[config.mk]
export PLATFORM = sky130hd
export DESIGN_NAME = register_write_arbiter
export DESIGN_NICKNAME = d
export VERILOG_FILES = /design/src/rtl/register_arbiter_pkg.sv /design/src/rtl/rr_priority_picker.sv /design/src/rtl/register_write_arbiter.sv
export SDC_FILE = /design/constraint.sdc
export NUM_CORES = 1
export LEC_CHECK = 0
export CAP_MARGIN = 20
export CORE_MARGIN = 1
export CORE_UTILIZATION = 35
export DETAILED_ROUTE_END_ITERATION = 12
export HOLD_SLACK_MARGIN = 0.02
export MAX_ROUTING_LAYER = met4
export PLACE_DENSITY = 0.8
export SETUP_SLACK_MARGIN = 0.1
export SYNTH_ARGS = -nofsm -noshare
export SYNTH_HDL_FRONTEND = slang
export SYNTH_SLANG_ARGS = --single-unit
[constraint.sdc]
create_clock -name clock -period 3.2 [get_ports clock]
set_input_delay 0.64 -clock clock [delete_from_list [all_inputs] [get_ports clock]]
set_output_delay 0.64 -clock clock [all_outputs]
set_load 0.01 [all_outputs]
[src/rtl/register_arbiter_pkg.sv]
// Shared definitions for the round-robin register write arbiter:
// FSM encoding, default sizes and a one-hot helper.
package register_arbiter_pkg;

    typedef enum logic [1:0] {
        IDLE  = 2'd0,
        GRANT = 2'd1,
        WRITE = 2'd2
    } arb_state_e;

    localparam int DEFAULT_WIDTH   = 32;
    localparam int DEFAULT_NUM_REQ = 4;
    localparam int MAX_REQ         = 8;
    localparam int IDX_W           = 3;

    function automatic logic [MAX_REQ-1:0] onehot(input logic [IDX_W-1:0] index);
        logic [MAX_REQ-1:0] vec;
        vec        = {MAX_REQ{1'b0}};
        vec[index] = 1'b1;
        return vec;
    endfunction

endpackage

[src/rtl/rr_priority_picker.sv]
// Combinational round-robin picker: first set request scanning ptr, ptr+1, ...
// with wrap-around. Reusable wherever a rotating-priority choice is needed.
module rr_priority_picker #(
    parameter int NUM_REQ = 4,
    parameter int PTR_W   = 2
) (
    input  logic [NUM_REQ-1:0] req,
    input  logic [PTR_W-1:0]   ptr,
    output logic [PTR_W-1:0]   winner,
    output logic               valid
);

    logic [PTR_W-1:0] lo_idx_s;
    logic [PTR_W-1:0] hi_idx_s;
    logic             hi_found_s;
    logic             take_hi_s;

    // Descending scan so the lowest index at/after ptr (or overall, on wrap) wins.
    always_comb begin
        lo_idx_s   = {PTR_W{1'b0}};
        hi_idx_s   = {PTR_W{1'b0}};
        hi_found_s = 1'b0;
        take_hi_s  = 1'b0;
        for (int i = NUM_REQ - 1; i >= 0; i--) begin
            take_hi_s  = req[i] && (PTR_W'(i) >= ptr);
            lo_idx_s   = req[i] ? PTR_W'(i) : lo_idx_s;
            hi_idx_s   = take_hi_s ? PTR_W'(i) : hi_idx_s;
            hi_found_s = hi_found_s | take_hi_s;
        end
        winner = hi_found_s ? hi_idx_s : lo_idx_s;
        valid  = |req;
    end

endmodule

[src/rtl/register_write_arbiter.sv]
// Round-robin arbiter granting NUM_REQ requesters one-at-a-time access to a
// shared clock-enabled register; every output is registered.
module register_write_arbiter
    import register_arbiter_pkg::*;
#(
    parameter int WIDTH   = DEFAULT_WIDTH,
    parameter int NUM_REQ = DEFAULT_NUM_REQ
) (
    input  logic                     clock,
    input  logic                     reset,
    input  logic                     clock_enable,
    input  logic [NUM_REQ-1:0]       req,
    input  logic [NUM_REQ*WIDTH-1:0] req_data,
    output logic [NUM_REQ-1:0]       grant,
    output logic [NUM_REQ-1:0]       ack,
    output logic [WIDTH-1:0]         reg_input_signal,
    output logic                     reg_clock_enable,
    output logic                     busy
);

    localparam int PTR_W = (NUM_REQ > 1) ? $clog2(NUM_REQ) : 1;

    arb_state_e         state_q, state_d;
    logic [PTR_W-1:0]   ptr_q, ptr_d;
    logic [PTR_W-1:0]   winner_q, winner_d;
    logic [NUM_REQ-1:0] grant_q, grant_d;
    logic [NUM_REQ-1:0] ack_q, ack_d;
    logic [WIDTH-1:0]   data_q, data_d;
    logic               ce_q, ce_d;
    logic               busy_q, busy_d;

    logic [PTR_W-1:0]   next_ptr_s;
    logic [PTR_W-1:0]   pick_ptr_s;
    logic [PTR_W-1:0]   pick_idx_s;
    logic               pick_valid_s;
    logic [NUM_REQ-1:0] pick_onehot_s;
    logic [NUM_REQ-1:0] cur_onehot_s;
    logic [WIDTH-1:0]   req_data_s [NUM_REQ];

    for (genvar g = 0; g < NUM_REQ; g++) begin : g_unpack
        assign req_data_s[g] = req_data[g*WIDTH +: WIDTH];
    end

    // In WRITE the pointer already advances past the current winner, so a
    // back-to-back arbitration sees the rotated priority immediately.
    assign next_ptr_s    = (winner_q == PTR_W'(NUM_REQ - 1)) ? {PTR_W{1'b0}} : winner_q + PTR_W'(1);
    assign pick_ptr_s    = (state_q == WRITE) ? next_ptr_s : ptr_q;
    assign pick_onehot_s = NUM_REQ'(onehot(IDX_W'(pick_idx_s)));
    assign cur_onehot_s  = NUM_REQ'(onehot(IDX_W'(winner_q)));

    rr_priority_picker #(
        .NUM_REQ (NUM_REQ),
        .PTR_W   (PTR_W)
    ) u_picker (
        .req    (req),
        .ptr    (pick_ptr_s),
        .winner (pick_idx_s),
        .valid  (pick_valid_s)
    );

    // Next-state and next-output logic for the IDLE/GRANT/WRITE sequence.
    always_comb begin
        state_d  = state_q;
        ptr_d    = ptr_q;
        winner_d = winner_q;
        grant_d  = grant_q;
        data_d   = data_q;
        busy_d   = busy_q;
        ack_d    = {NUM_REQ{1'b0}};
        ce_d     = 1'b0;
        case (state_q)
            IDLE: begin
                if (clock_enable && pick_valid_s) begin
                    state_d  = GRANT;
                    winner_d = pick_idx_s;
                    grant_d  = pick_onehot_s;
                    busy_d   = 1'b1;
                end else begin
                    grant_d = {NUM_REQ{1'b0}};
                    busy_d  = 1'b0;
                end
            end
            GRANT: begin
                // Proceeds regardless of clock_enable or a dropped req.
                state_d = WRITE;
                data_d  = req_data_s[winner_q];
                ce_d    = 1'b1;
                ack_d   = cur_onehot_s;
            end
            WRITE: begin
                ptr_d = next_ptr_s;
                if (clock_enable && pick_valid_s) begin
                    state_d  = GRANT;
                    winner_d = pick_idx_s;
                    grant_d  = pick_onehot_s;
                    busy_d   = 1'b1;
                end else begin
                    state_d = IDLE;
                    grant_d = {NUM_REQ{1'b0}};
                    busy_d  = 1'b0;
                end
            end
            default: begin
                state_d = IDLE;
                grant_d = {NUM_REQ{1'b0}};
                busy_d  = 1'b0;
            end
        endcase
    end

    // State, pointer and output registers with synchronous reset.
    always_ff @(posedge clock) begin
        if (reset) begin
            state_q  <= IDLE;
            ptr_q    <= {PTR_W{1'b0}};
            winner_q <= {PTR_W{1'b0}};
            grant_q  <= {NUM_REQ{1'b0}};
            ack_q    <= {NUM_REQ{1'b0}};
            data_q   <= {WIDTH{1'b0}};
            ce_q     <= 1'b0;
            busy_q   <= 1'b0;
        end else begin
            state_q  <= state_d;
            ptr_q    <= ptr_d;
            winner_q <= winner_d;
            grant_q  <= grant_d;
            ack_q    <= ack_d;
            data_q   <= data_d;
            ce_q     <= ce_d;
            busy_q   <= busy_d;
        end
    end

    assign grant            = grant_q;
    assign ack              = ack_q;
    assign reg_input_signal = data_q;
    assign reg_clock_enable = ce_q;
    assign busy             = busy_q;

endmodule

* Yosys cells after proc, flatten, opt, wreduce, memory -nomap -nowiden
Cells that the tools add are included.
** Operators by class
- Add/sub/neg operators :: 1
- Magnitude comparators :: 9
- Equality and inequality tests :: 4
- Muxes and demuxes :: 26
- Bitwise gates (word level) :: 5
- Reductions and logical operators :: 12
** Operators by type and width (count)
- 32-bit binary-select mux with 2-bit select :: 1
- 32-bit 2-to-1 mux :: 2
- 2-bit 2-to-1 mux :: 12
- 2-bit by 4-bit less-than comparator with 1-bit output, second input constant :: 2
- 4-bit one-hot mux with 2 select lines :: 1
- 1-bit logical AND :: 7
- 2-bit one-hot mux with 3 select lines :: 1
- 1-bit 2-to-1 mux :: 5
- 1-bit demux with 2-bit select :: 2
- 2-bit equality test, second input constant :: 2
- 1-bit by 2-bit >= comparator with 1-bit output, first input constant :: 2
- 2-bit by 1-bit >= comparator with 1-bit output, second input constant :: 2
- 2-bit >= comparator, first input constant :: 2
- 4-bit 2-to-1 mux :: 1
- 2-bit OR reduction :: 2
- 4-bit OR reduction :: 1
- 3-bit >= comparator, second input constant :: 1
- 2-bit inverter with 3-bit output :: 1
- 1-bit bitwise OR :: 3
- 2-bit by 1-bit adder with 2-bit output, second input constant :: 1
- 2-bit by 1-bit equality test with 1-bit output, second input constant :: 1
- 2-bit logical NOT :: 1
- 2-bit != test, second input constant :: 1
- 1-bit one-hot mux with 2 select lines :: 1
- other kinds (2) :: 2
** Word-level totals
- Bits in registers :: 48

* Logic depth before layout (Yosys ltp)
Gate-level depths: netlist of run 1.
- Word-level depth :: 16
- Mapped depth :: 9
- Gate-level depth less buffers :: 7

* Hierarchy
A second synthesis of run 1 with hierarchy kept.
** Unflattened totals
- Cells, all modules :: 250
- Area, all modules :: 2498.6 µm²
** By module, submodules not included
- register_write_arbiter :: times used 1, cells each 237, area an instance 2421.1 µm², sequential area each 960.9 µm²
- rr_priority_picker :: times used 1, cells each 13, area an instance 77.6 µm², sequential area each 0.0 µm²

* Worst setup path before layout of run 1
No wires, ideal clock.
- Path kind :: register to register
- From :: reg winner_q[1]
- To :: reg grant_q[0], in the netlist grant[0]
- Setup time :: 0.062 ns
- Data arrival time :: 2.370 ns
- Required time :: 3.138 ns
- Slack :: 0.768 ns
- Stages on the path, launching flop included :: 10
- Buffers on the path :: 2
- Period minus slack after synthesis :: 2.432 ns
- Cells stage by stage :: dfxtp_1 clkbuf_1 buf_1 inv_1 ha_1 or4bb_1 o21ai_0 mux2i_1 o21ai_1 a32o_1
** Between the ends
- Longest elaborated chain between the ends :: 16
- Elaborated cells on any way between the ends :: 27
- Those cells by class :: 1 x add/sub; 6 x order compare; 1 x eq/ne; 11 x mux; 3 x bitwise; 5 x reduce/logical
** RTL lines
- start: declaration :: line register_write_arbiter.sv:25 : logic [PTR_W-1:0] winner_q, winner_d;
- start signal: assignment :: line register_write_arbiter.sv:116 : winner_q <= {PTR_W{1'b0}};
- start signal: assignment :: line register_write_arbiter.sv:125 : winner_q <= winner_d;
- 2-bit by 1-bit adder with 2-bit output or 2-bit equality test (tied branches) :: line register_write_arbiter.sv:46 : assign next_ptr_s = (winner_q == PTR_W'(NUM_REQ - 1)) ? {PTR_W{1'b0}} : winner_q + PTR_W'(1);
- 2-bit 2-to-1 mux (*) :: line register_write_arbiter.sv:46
- 2-bit 2-to-1 mux (*)
- 2-bit >= comparator :: line rr_priority_picker.sv:25 : take_hi_s = req[i] && (PTR_W'(i) >= ptr);
- 1-bit logical AND :: line rr_priority_picker.sv:25
- 2-bit 2-to-1 mux (4 in a row) :: line rr_priority_picker.sv:27 : hi_idx_s = take_hi_s ? PTR_W'(i) : hi_idx_s;
- 2-bit 2-to-1 mux (*) :: line rr_priority_picker.sv:30 : winner = hi_found_s ? hi_idx_s : lo_idx_s;
- 2-bit by 4-bit less-than comparator with 1-bit output (implied by the code) or 2-bit by 1-bit >= comparator with 1-bit output (tied branches) :: line register_arbiter_pkg.sv:19 : vec[index] = 1'b1;
- 1-bit logical AND (implied by the code) :: line register_arbiter_pkg.sv:19
- 1-bit 2-to-1 mux (implied by the code) :: line register_arbiter_pkg.sv:19
- 1-bit demux with 2-bit select (*) :: line register_arbiter_pkg.sv:19
- 4-bit 2-to-1 mux (*) :: line register_write_arbiter.sv:73, register_write_arbiter.sv:92
- 4-bit one-hot mux with 2 select lines (*) :: line register_write_arbiter.sv:71 : case (state_q)
- end signal: assignment :: line register_write_arbiter.sv:117 : grant_q <= {NUM_REQ{1'b0}};
- end signal: assignment :: line register_write_arbiter.sv:126 : grant_q <= grant_d;
- end: declaration :: line register_write_arbiter.sv:26 : logic [NUM_REQ-1:0] grant_q, grant_d;
Mark *: on every way between the ends. The rest lies on a longest branch, timed or not.
A chain may end at the register's enable or synchronous reset.

* Final worst setup path of run 1
- From :: reg winner_q[1]
- To :: reg winner_q[1]
** Between the ends
- Longest elaborated chain between the ends :: 10
- Elaborated cells on any way between the ends :: 20
- Those cells by class :: 1 x add/sub; 4 x order compare; 1 x eq/ne; 7 x mux; 3 x bitwise; 4 x reduce/logical
** RTL lines (line)
- 2-bit by 1-bit adder with 2-bit output or 2-bit equality test (tied branches) :: register_write_arbiter.sv:46
- 2-bit 2-to-1 mux (*) :: register_write_arbiter.sv:46
- 2-bit 2-to-1 mux (*)
- 2-bit >= comparator :: rr_priority_picker.sv:25
- 1-bit logical AND :: rr_priority_picker.sv:25
- 2-bit 2-to-1 mux (4 in a row) :: rr_priority_picker.sv:27
- 2-bit 2-to-1 mux (*) :: rr_priority_picker.sv:30
Marks and branches as above.

==> results of run 1 <==
## tightest hold or removal path: stages (launching register included)
cell	delay (ps)
dfxtp_1	320
nand2_1	50
a21oi_1	50
## power groups by stage
| stage | registers, mW | clock network (mW) | logic (mW) |
|---|---|---|---|
| after global placement | 0.663 | 0 | 0.401 |
| after detailed placement | 0.664 | 0 | 0.412 |
| after CTS | 0.650 | 0.442 | 0.413 |
| after floorplan | 0.667 | 0 | 0.159 |
| final | 0.650 | 0.428 | 0.409 |
| after global routing | 0.655 | 0.466 | 0.440 |
## synthesized netlist by cell type, types with 3 or more instances
master    count
mux2i_1       3
and2_1        4
nand2_1      70
ha_1          4
dfxtp_1      48
buf_1         5
buf_2         4
nor2_1        8
inv_1         4
clkbuf_1     12
a21oi_1      32
mux4_2       32
## per-stage QoR
step / hold WS (ps) / std cells
3_5_place_dp: 445 / 506
6_report: 457 / 514
3_3_place_gp: 441 / 506
5_1_grt: 480 / 514
2_1_floorplan: 467 / 249
4_1_cts: 457 / 514
## how the worst max path moves through the flow
| stage | from | depth (start not counted) | to | slack [ps] |
|---|---|---|---|---|
| floorplan | winner_q[1] | 9 | grant[0] | 770 |
| global placement | req[3] | 6 | grant[0] | 850 |
| detailed placement | req[3] | 6 | winner_q[1] | 740 |
| CTS | winner_q[1] | 7 | winner_q[1] | 780 |
| global route | winner_q[1] | 7 | winner_q[1] | 660 |
| finish | winner_q[1] | 7 | winner_q[1] | 780 |
## flip-flops by register name, indices dropped and copies added, names as in the netlist
signal / count
ack: 4
busy: 1
grant: 4
ptr_q: 2
reg_clock_enable: 1
reg_input_signal: 32
state_q: 2
winner_q: 2
## routing by layer
layer / up-vias / wire length [um] / share of wire (%)
met2: 126 / 4240 / 52
li1: 1224 / - / -
met4: 0 / 140 / 1.7
met5: - / 0 / 0
met3: 11 / 667 / 8.2
met1: 1183 / 3080 / 38
## final cells by class
type | count | area share (%)
repair buffers | 182 | 40.3
well taps | 96 | 2.68
clock inverters | 2 | 0.781
clock buffers | 6 | 1.62
multi-input cells | 176 | 32.9
flip-flops and latches | 48 | 21.5
inverters | 4 | 0.335
## cells in the final DEF, fill, tap and decap left out, drive strengths merged, types with 2 or more instances in the layout
cell           count
ha                 4
nor2b              3
inv                4
clkbuf             6
nand3b             2
nand2             70
mux4              32
o31ai              2
nor2               8
clkdlybuf4s50    176
a32o               2
a221oi             2
buf                6
o21ai              4
mux2i              4
and2               4
dfxtp             48
a21oi             32
## cell families after synthesis
logic type	share of synthesized area (%)
simple gates	15.7
flops	37.9
compound gates	9.58
mux	30.9
buf+inv	3.90
fa+ha+maj	1.97
==> results by group, run 1 <==
Run status
  • Status: finished, final reports clean

Global routing
  • Global routing usage summed across all routing layers: 22.4%
  • Met1 Track Usage GR: 23.6%
  • GRT met2 Usage: 40.9%
  • Via count of the first global-routing pass: 2616
  • Initial antenna violation count: 0
  • Busiest layer in global routing: met2
  • Fraction of met3 tracks used by global routing: 6.16%
  • Largest net degree at the start of global routing: 34
  • Global-route wire length before repair: 12400 um
  • Aggregate global routing overflow: 0

Synthesis
  • Number of register bits inferred by synthesis: 48
  • Number of unique standard cell types used by synthesis: 28
  • Share of synthesized registers carrying an async set or reset: 0%
  • Portion of the post-synthesis area used by sequential elements: 37.9%
  • Number of enable-type register cells in the synthesized netlist: 0
  • Cell taking the most area after synthesis: dfxtp_1
  • Area share of the leading cell type in the synthesized netlist: 37.9%
  • Syn Std Cell Area: 0.00253 mm^2
  • Top FF cell, synth: dfxtp_1
  • YS warnings: 0
  • Synthesized netlist net count: 388
  • Avg Synthesized Cell Area: 10.2 um^2
  • Number of instances in the synthesized netlist: 249
  • Top post-synthesis cells by area: dfxtp_1 38%, mux4_2 28%, nand2_1 10%, a21oi_1 6.3%, ha_1 2.0%

STA
  • Final critical-path setup slack: 784 ps
  • Setup repair after global routing missed its margin: false
  • Largest clock skew in the final design: 7.55 ps
  • Headroom to the max-slew limit: 39.4%
  • Highest attainable clock frequency: 414 MHz
  • Final total negative setup slack: 0 ps
  • Final setup vio count: 0
  • Number of pins with negative max-slew slack in the final report: 0
  • Final-report hold violation count: 0
  • Part of the cycle the worst path needs: 75.5%
  • Worst-Margin Slew: 909 ps
  • Time the final worst path needs with I/O delays and setup: 2420 ps

Min path
  • Number of instances on the worst hold path: 2
  • Worst hold endpoint: reg_input_signal[27]
  • Class of the worst hold path: reg -> reg
  • HP Start: reg_input_signal[27]

Place
  • Placer congestion estimate: 0.796
  • Count of buffers from port buffering: 176
  • Placement Setup Slack: 745 ps
  • Detailed placer's ending HPWL: 6450 um
  • Area of placed instances: 0.00438 mm^2

Detailed routing
  • Drt pass-1 iters: 4
  • Starting DRC count in detailed routing: 62
  • Detailed Route WL: 8130 um
  • Vias per Instance: 4.95
  • Total via count in the routed design: 2544
  • Drt wl/cell: 15.8 um
  • Post-detailed-route count of antenna-violating nets: 0
  • Number of design rule violations left after detail routing: 0

Die
  • Initial Util: 36.7%
  • Area of the die: 0.00759 mm^2
  • Die Ht: 87.1 um
  • Site Rows: 30
  • I/O pin cnt: 177
  • Chip width: 87.1 um
  • Core outline area: 0.00691 mm^2

Layout
  • Number of antenna diodes: 0
  • Area used by sequential logic in the layout: 963 um^2
  • Post-Route Utilization: 65.0%
  • Post-route cell area: 0.00449 mm^2
  • Number of fill cells in the layout: 581
  • Layout area overhead: 77.0%
  • Number of nets in the final layout: 556
  • Multi-input logic area: 0.00148 mm^2
  • Layout cells sized above 1: 12.2%

Power and ir drop
  • Fraction of power spent switching nets: 23.6%
  • Leak: 1.57 nW
  • Pwr/cell area: 331 mW/mm^2
  • Switching power summed over all nets: 350 uW
  • Logic gate share of total power: 27.5%
  • Maximum ir drop on the vdd rail: 183 uV
  • Internal power component: 1.14 mW
  • Part of the power in registers: 43.7%
  • Tot Pwr: 1.49 mW
  • Clock power share: 28.8%

Critical path
  • Reg-to-reg endpoint: winner_q[1]
  • Start of the worst register-to-register path: winner_q[1]
  • Data required, critical path: 3370 ps
  • Most used cell, CP: o21ai_0
  • Category of the critical setup timing path: reg -> reg
  • Crit path DAT: 2590 ps
  • Highest fanout seen on the critical path: 18
  • Largest incremental delay on the critical path: 610 ps
  • Cells along the critical path: inv_1 > ha_1 > or4bb_1 > o21ai_0 > mux2i_1 > o21ai_1 > o21ai_0
  • Endpoint kind of the worst setup timing path: flip-flop
  • Startpoint Class: flip-flop
  • Reg2Reg Depth: 7
  • Slack of the worst reg-to-reg path: 780 ps
  • Worst path bufs/invs: 1
  • Crit path max-delay family: flip-flops
  • Slowest cell on the critical path: dfxtp_2

Flow run
  • Number of max-cap violations: 0

Clock network
  • Depth of the CTS H-tree: 2
  • Num CTS Buffers: 5
  • Largest buffer count on any clock path: 2
  • Number of hold-repair buffers added at the cts stage: 0
  • CTS root buffer: clkbuf_8
  • Clock insertion delay at the later pin of the skew report: 300 ps
  • Post-cts sizing count: 0
  • Clock sinks: 48
  • CTS tree: built
  • Post-CTS Setup Inserts: 0
  • Post-CTS clock slew at the launch and capture registers of the worst setup and hold paths: 90 ps
No activity file was read; power rests on OpenSTA's default activity.
==> run 2: changes to the inputs <==
==> constraint.sdc (replaced) <==
create_clock -name clock -period 2.35 [get_ports clock]
set_input_delay 0.47 -clock clock [delete_from_list [all_inputs] [get_ports clock]]
set_output_delay 0.47 -clock clock [all_outputs]
set_load 0.01 [all_outputs]
==> results by group, run 2 (synthesized netlist as in run 1, its figures left out) <==
Run status
  • Status: finished, final reports clean

STA
  • Time the final worst path needs with I/O delays and setup: 2040 ps (-377 ps)
  • Headroom to the max-slew limit: 56.8% (+17 points)
  • Post-Route Hold Slack: 455 ps (-2.32 ps)
  • Number of pins with negative max-slew slack in the final report: 0 (unchanged)
  • Final setup vio count: 0 (unchanged)
  • Part of the cycle the worst path needs: 86.8% (+11 points)
  • Final total negative setup slack: 0 ps (unchanged)
  • Final critical-path setup slack: 311 ps (-473 ps)
  • Highest attainable clock frequency: 490 MHz (+18%)
  • Final-report hold violation count: 0 (unchanged)
  • Worst-Margin Slew: 648 ps (-261 ps)
  • Setup repair after global routing missed its margin: false
  • Largest clock skew in the final design: 13.8 ps (+6.28 ps)

Critical path
  • Cells along the critical path: inv_1 > ha_1 > or4bb_1 > o21ai_0 > mux2i_1 > o21ai_2 > o21ai_0
  • Slowest cell on the critical path: dfxtp_2
  • Startpoint Class: flip-flop
  • Most used cell, CP: o21ai_0
  • Endpoint kind of the worst setup timing path: flip-flop
  • Largest incremental delay on the critical path: 480 ps (-130 ps)
  • Highest fanout seen on the critical path: 11 (-7)
  • Category of the critical setup timing path: reg -> reg
  • Crit path DAT: 2230 ps (-360 ps)
  • Data required, critical path: 2540 ps (-830 ps)

Detailed routing
  • Total via count in the routed design: 2537 (-0.28%)
  • Post-detailed-route count of antenna-violating nets: 0 (unchanged)
  • Detailed Route WL: 8120 um (about the same)
  • Starting DRC count in detailed routing: 74 (+19%)
  • Vias per Instance: 4.93 (-0.47%)
  • Drt pass-1 iters: 4 (unchanged)
  • Number of design rule violations left after detail routing: 0 (unchanged)
  • Drt wl/cell: 15.8 um (-0.29%)

Clock network
  • Post-cts sizing count: 0 (unchanged)
  • Num CTS Buffers: 5 (unchanged)
  • Number of hold-repair buffers added at the cts stage: 0 (unchanged)
  • Depth of the CTS H-tree: 2 (unchanged)
  • Post-CTS clock slew at the launch and capture registers of the worst setup and hold paths: 100 ps (about the same)
  • Largest buffer count on any clock path: 2 (unchanged)
  • CTS root buffer: clkbuf_8
  • CTS tree: built
  • Clock insertion delay at the later pin of the skew report: 300 ps (about the same)
  • Clock sinks: 48 (unchanged)
  • Post-CTS Setup Inserts: 0 (unchanged)

Die
  • Initial Util: 36.7% (unchanged)
  • Core outline area: 0.00691 mm^2 (unchanged)
  • Site Rows: 30 (unchanged)
  • Area of the die: 0.00759 mm^2 (unchanged)
  • Chip width: 87.1 um (unchanged)
  • I/O pin cnt: 177 (unchanged)
  • Die Ht: 87.1 um (unchanged)

Layout
  • Most common cell after layout, fill and taps aside: clkdlybuf4s50_1
  • Post-Route Utilization: 65.3% (+0.27 points)
  • Number of nets in the final layout: 557 (+0.18%)
  • Number of antenna diodes: 0 (unchanged)
  • Layout cells sized above 1: 12.9% (+0.69 points)
  • Layout area overhead: 77.8%
  • Flip-flop count of the largest register, all copies and words added: 32 (unchanged)
  • Commonest non-fill, non-tap cells in the layout: 175 x clkdlybuf4s50_1, 70 x nand2_1, 46 x dfxtp_1

Global routing
  • Initial antenna violation count: 0 (unchanged)
  • Via count of the first global-routing pass: 2641 (+0.96%)
  • Aggregate global routing overflow: 0 (unchanged)
  • Largest net degree at the start of global routing: 34 (unchanged)
  • Global-route wire length before repair: 12400 um (-0.72%)
  • Global routing usage summed across all routing layers: 22.1% (-0.23 points)

Place
  • Count of buffers from port buffering: 176 (unchanged)
  • Detailed placer's ending HPWL: 6410 um (-0.47%)
  • Placement Setup Slack: 219 ps (-526 ps)
  • Placer congestion estimate: 0.812 (+1.9%)

Power and ir drop
  • Pwr/cell area: 451 mW/mm^2 (+36%)
  • Maximum ir drop on the vdd rail: 200 uV (+9.6%)
  • Leak: 1.58 nW (+0.64%)

Flow run
  • Number of max-cap violations: 0 (unchanged)

Min path
  • Class of the worst hold path: reg -> reg
[run 2: per-stage QoR]
stage          total power [mW]  std cells  area [um^2]
2_1_floorplan              1.13        249         2540
6_report                   2.03        515         4510
3_5_place_dp               1.47        507         4400
4_1_cts                    2.06        515         4510
3_3_place_gp               1.45        507         4400
5_1_grt                    2.14        515         4510
[run 2: where the power goes]
group / internal [mW] / switching, mW
registers: 0.853 / 0.0244
clock network: 0.316 / 0.275
logic: 0.382 / 0.185
[run 2: critical path: cells and delay by family (launching register included)]
family | cells | cell delay, ps
DFF | 1 | 480
and+or+nand+nor | 1 | 480
AOI/OAI and AO/OA | 3 | 430
adders and majority gates | 1 | 340
buffers and inverters | 1 | 100
muxes | 1 | 100
[run 2: worst paths after layout]
check / startpoint / to / slack (ps) / depth (start not counted)
setup / recovery: winner_q[1] / winner_q[1] / 310 / 7
hold / removal: reg_input_signal[16] / reg_input_signal[16] / 450 / 2
setup reg to reg: winner_q[1] / winner_q[1] / 310 / 7
hold reg to reg: reg_input_signal[16] / reg_input_signal[16] / 450 / 2
[run 2: layout make-up]
type	count	area, um^2
Tap cell	96	120
Multi-Input combinational cell	176	1480
Fill cell	599	2400
Clock buffer	6	72.6
Inverter	4	15.0
Sequential cell	48	963
Clock inverter	2	35.0
Timing Repair Buffer	183	1820
[run 2: layer usage]
| metal | share of wire [%] | vias to the layer above | track usage (%) |
|---|---|---|---|
| met5 | 0 | - | - |
| met4 | 1.4 | 0 | 5.96 |
| met3 | 8.2 | 9 | 5.69 |
| met2 | 52 | 112 | 39.9 |
| met1 | 38 | 1192 | 24.2 |
| li1 | - | 1224 | - |
==> run 3: changes to the inputs <==
==> constraint.sdc (replaced) <==
create_clock -name clock -period 2.2 [get_ports clock]
set_input_delay 0.44 -clock clock [delete_from_list [all_inputs] [get_ports clock]]
set_output_delay 0.44 -clock clock [all_outputs]
set_load 0.01 [all_outputs]
==> results by group, run 3 (synthesized netlist as in run 1, its figures left out) <==
Detailed routing
  • Drt wl/cell: 15.5 um (-1.6%)
  • Starting DRC count in detailed routing: 74 (unchanged)
  • Vias per Instance: 4.97 (+0.99%)
  • Total via count in the routed design: 2582 (+1.8%)
  • Drt pass-1 iters: 4 (unchanged)
  • Number of design rule violations left after detail routing: 0 (unchanged)
  • Post-detailed-route count of antenna-violating nets: 0 (unchanged)
  • Detailed Route WL: 8060 um (-0.79%)

Critical path
  • Startpoint Class: flip-flop
  • Largest incremental delay on the critical path: 410 ps (-70 ps)
  • Cells along the critical path: buf_4 > ha_1 > nor2_1 > mux2_2 > mux2i_1 > a221o_1 > a32o_1
  • Crit path DAT: 2150 ps (-80 ps)
  • Data required, critical path: 2380 ps (-160 ps)
  • Reg2Reg Depth: 7 (unchanged)
  • Endpoint kind of the worst setup timing path: flip-flop
  • Slowest cell on the critical path: a221o_1
  • Highest fanout seen on the critical path: 11 (unchanged)
  • Category of the critical setup timing path: reg -> reg

STA
  • Final setup vio count: 0 (unchanged)
  • Time the final worst path needs with I/O delays and setup: 1970 ps (-69.4 ps)
  • Number of pins with negative max-slew slack in the final report: 0 (unchanged)
  • Final-report hold violation count: 0 (unchanged)
  • Final total negative setup slack: 0 ps (unchanged)
  • Worst-Margin Slew: 565 ps (-83.1 ps)
  • Part of the cycle the worst path needs: 89.5% (+2.8 points)
  • Headroom to the max-slew limit: 62.2% (+5.4 points)
  • Setup repair after global routing missed its margin: false
  • Largest clock skew in the final design: 8.15 ps (-5.67 ps)
  • Highest attainable clock frequency: 508 MHz (+3.5%)

Flow run
  • Number of max-cap violations: 0 (unchanged)

Power and ir drop
  • Pwr/cell area: 461 mW/mm^2 (+2.2%)
  • Leak: 1.59 nW (+0.84%)
  • Maximum ir drop on the vdd rail: 215 uV (+7.3%)

Global routing
  • Global routing usage summed across all routing layers: 22.0% (-0.12 points)
  • Global-route wire length before repair: 12600 um (+1.8%)
  • Initial antenna violation count: 0 (unchanged)
  • Via count of the first global-routing pass: 2588 (-2.0%)
  • Largest net degree at the start of global routing: 34 (unchanged)
  • Aggregate global routing overflow: 0 (unchanged)

Clock network
  • CTS tree: built
  • Clock insertion delay at the later pin of the skew report: 290 ps (about the same)
  • Largest buffer count on any clock path: 2 (unchanged)
  • Number of hold-repair buffers added at the cts stage: 0 (unchanged)
  • CTS root buffer: clkbuf_8
  • Post-CTS clock slew at the launch and capture registers of the worst setup and hold paths: 90 ps (about the same)
  • Clock sinks: 48 (unchanged)
  • Depth of the CTS H-tree: 2 (unchanged)
  • Num CTS Buffers: 5 (unchanged)
  • Post-CTS Setup Inserts: 0 (unchanged)

Min path
  • Class of the worst hold path: reg -> reg
  • Number of instances on the worst hold path: 2 (unchanged)

Die
  • Area of the die: 0.00759 mm^2 (unchanged)
  • Site Rows: 30 (unchanged)
  • Core outline area: 0.00691 mm^2 (unchanged)
  • Chip width: 87.1 um (unchanged)
  • Die Ht: 87.1 um (unchanged)
  • Initial Util: 36.7% (unchanged)
  • I/O pin cnt: 177 (unchanged)

Place
  • Cell count after placement: 511 (+0.79%)
  • Area of placed instances: 0.00442 mm^2 (+0.51%)
  • Count of buffers from port buffering: 176 (unchanged)
  • Detailed placer's ending HPWL: 6400 um (-0.26%)
  • Placer congestion estimate: 0.797 (-1.8%)

Layout
  • Post-Route Utilization: 65.5% (+0.20 points)
  • Flip-flop count of the largest register, all copies and words added: 32 (unchanged)
  • Count of placed standard cells in the final layout, fillers left out: 519 (+0.78%)
  • Layout area overhead: 78.3%
  • Number of antenna diodes: 0 (unchanged)
  • Number of fill cells in the layout: 577 (-3.7%)
  • Number of nets in the final layout: 561 (+0.72%)
  • Post-route cell area: 0.00452 mm^2 (+0.31%)
  • Commonest non-fill, non-tap cells in the layout: 176 x clkdlybuf4s50_1, 70 x nand2_1, 46 x dfxtp_1
  • Layout cells sized above 1: 13.9% (+1.1 points)
  • Most common cell after layout, fill and taps aside: clkdlybuf4s50_1

Run status
  • Status: finished, final reports clean
## run 3: cell count changes in the layout (fill, tap and decap cells not counted), sizes merged
cell,change
clkinv,+1
buf,+3
clkdlybuf4s50,+1
bufinv,-1
## run 3: worst max-delay path, delay by kind of cell, from the launching register on
kind,cells,cell delay [ps]
compound gates,2,700
simple gates,1,90
mux,2,330
fa+ha+maj,1,220
buf+inv,1,190
flops,1,330
## run 3: through the flow
step | setup slack [ps] | hold WS (ps) | total power [mW]
2_1_floorplan | 101 | 467 | 1.21
3_3_place_gp | 235 | 442 | 1.56
3_5_place_dp | 159 | 439 | 1.57
4_1_cts | 188 | 459 | 2.11
5_1_grt | 110 | 476 | 2.19
6_report | 230 | 454 | 2.09
## run 3: repair_timing
item                                    CTS  global route
hold endpoints to repair                  0             0
endpoints found under the setup margin    0             5
gates resized for setup                   0             1
## run 3: layout make-up
type / count / area (um^2) / area share, %
clock inverter: 2 / 10.0 / 0.221
multi-input combinational: 176 / 1490 / 32.9
timing repair buffer: 187 / 1840 / 40.8
tap: 96 / 120 / 2.66
clock buffer: 6 / 82.6 / 1.83
sequential: 48 / 963 / 21.3
inverter: 4 / 15.0 / 0.332
## run 3: metal layers
layer	wire length, um	part of all wire [%]	vias up	global-route usage (%)
met4	76	0.94	0	4.17
met5	0	0	-	-
met2	4410	55	111	41.9
met3	544	6.8	6	4.27
met1	3030	38	1232	23.8
li1	-	-	1233	-
## run 3: path summary, 6_finish.rpt
kind / start / slack (ps) / endpoint
worst min register to register: reg_input_signal[31] / 450 / reg_input_signal[31]
worst max register to register: winner_q[0] / 230 / grant[0]
worst min-delay path: reg_input_signal[31] / 450 / reg_input_signal[31]
worst max-delay path: winner_q[0] / 230 / grant[0]
## run 3: power breakdown
group | total (mW) | internal [mW] | switching, mW
logic | 0.612 | 0.411 | 0.201
clock network | 0.538 | 0.251 | 0.287
registers | 0.935 | 0.911 | 0.0233
total | 2.09 | 1.57 | 0.511
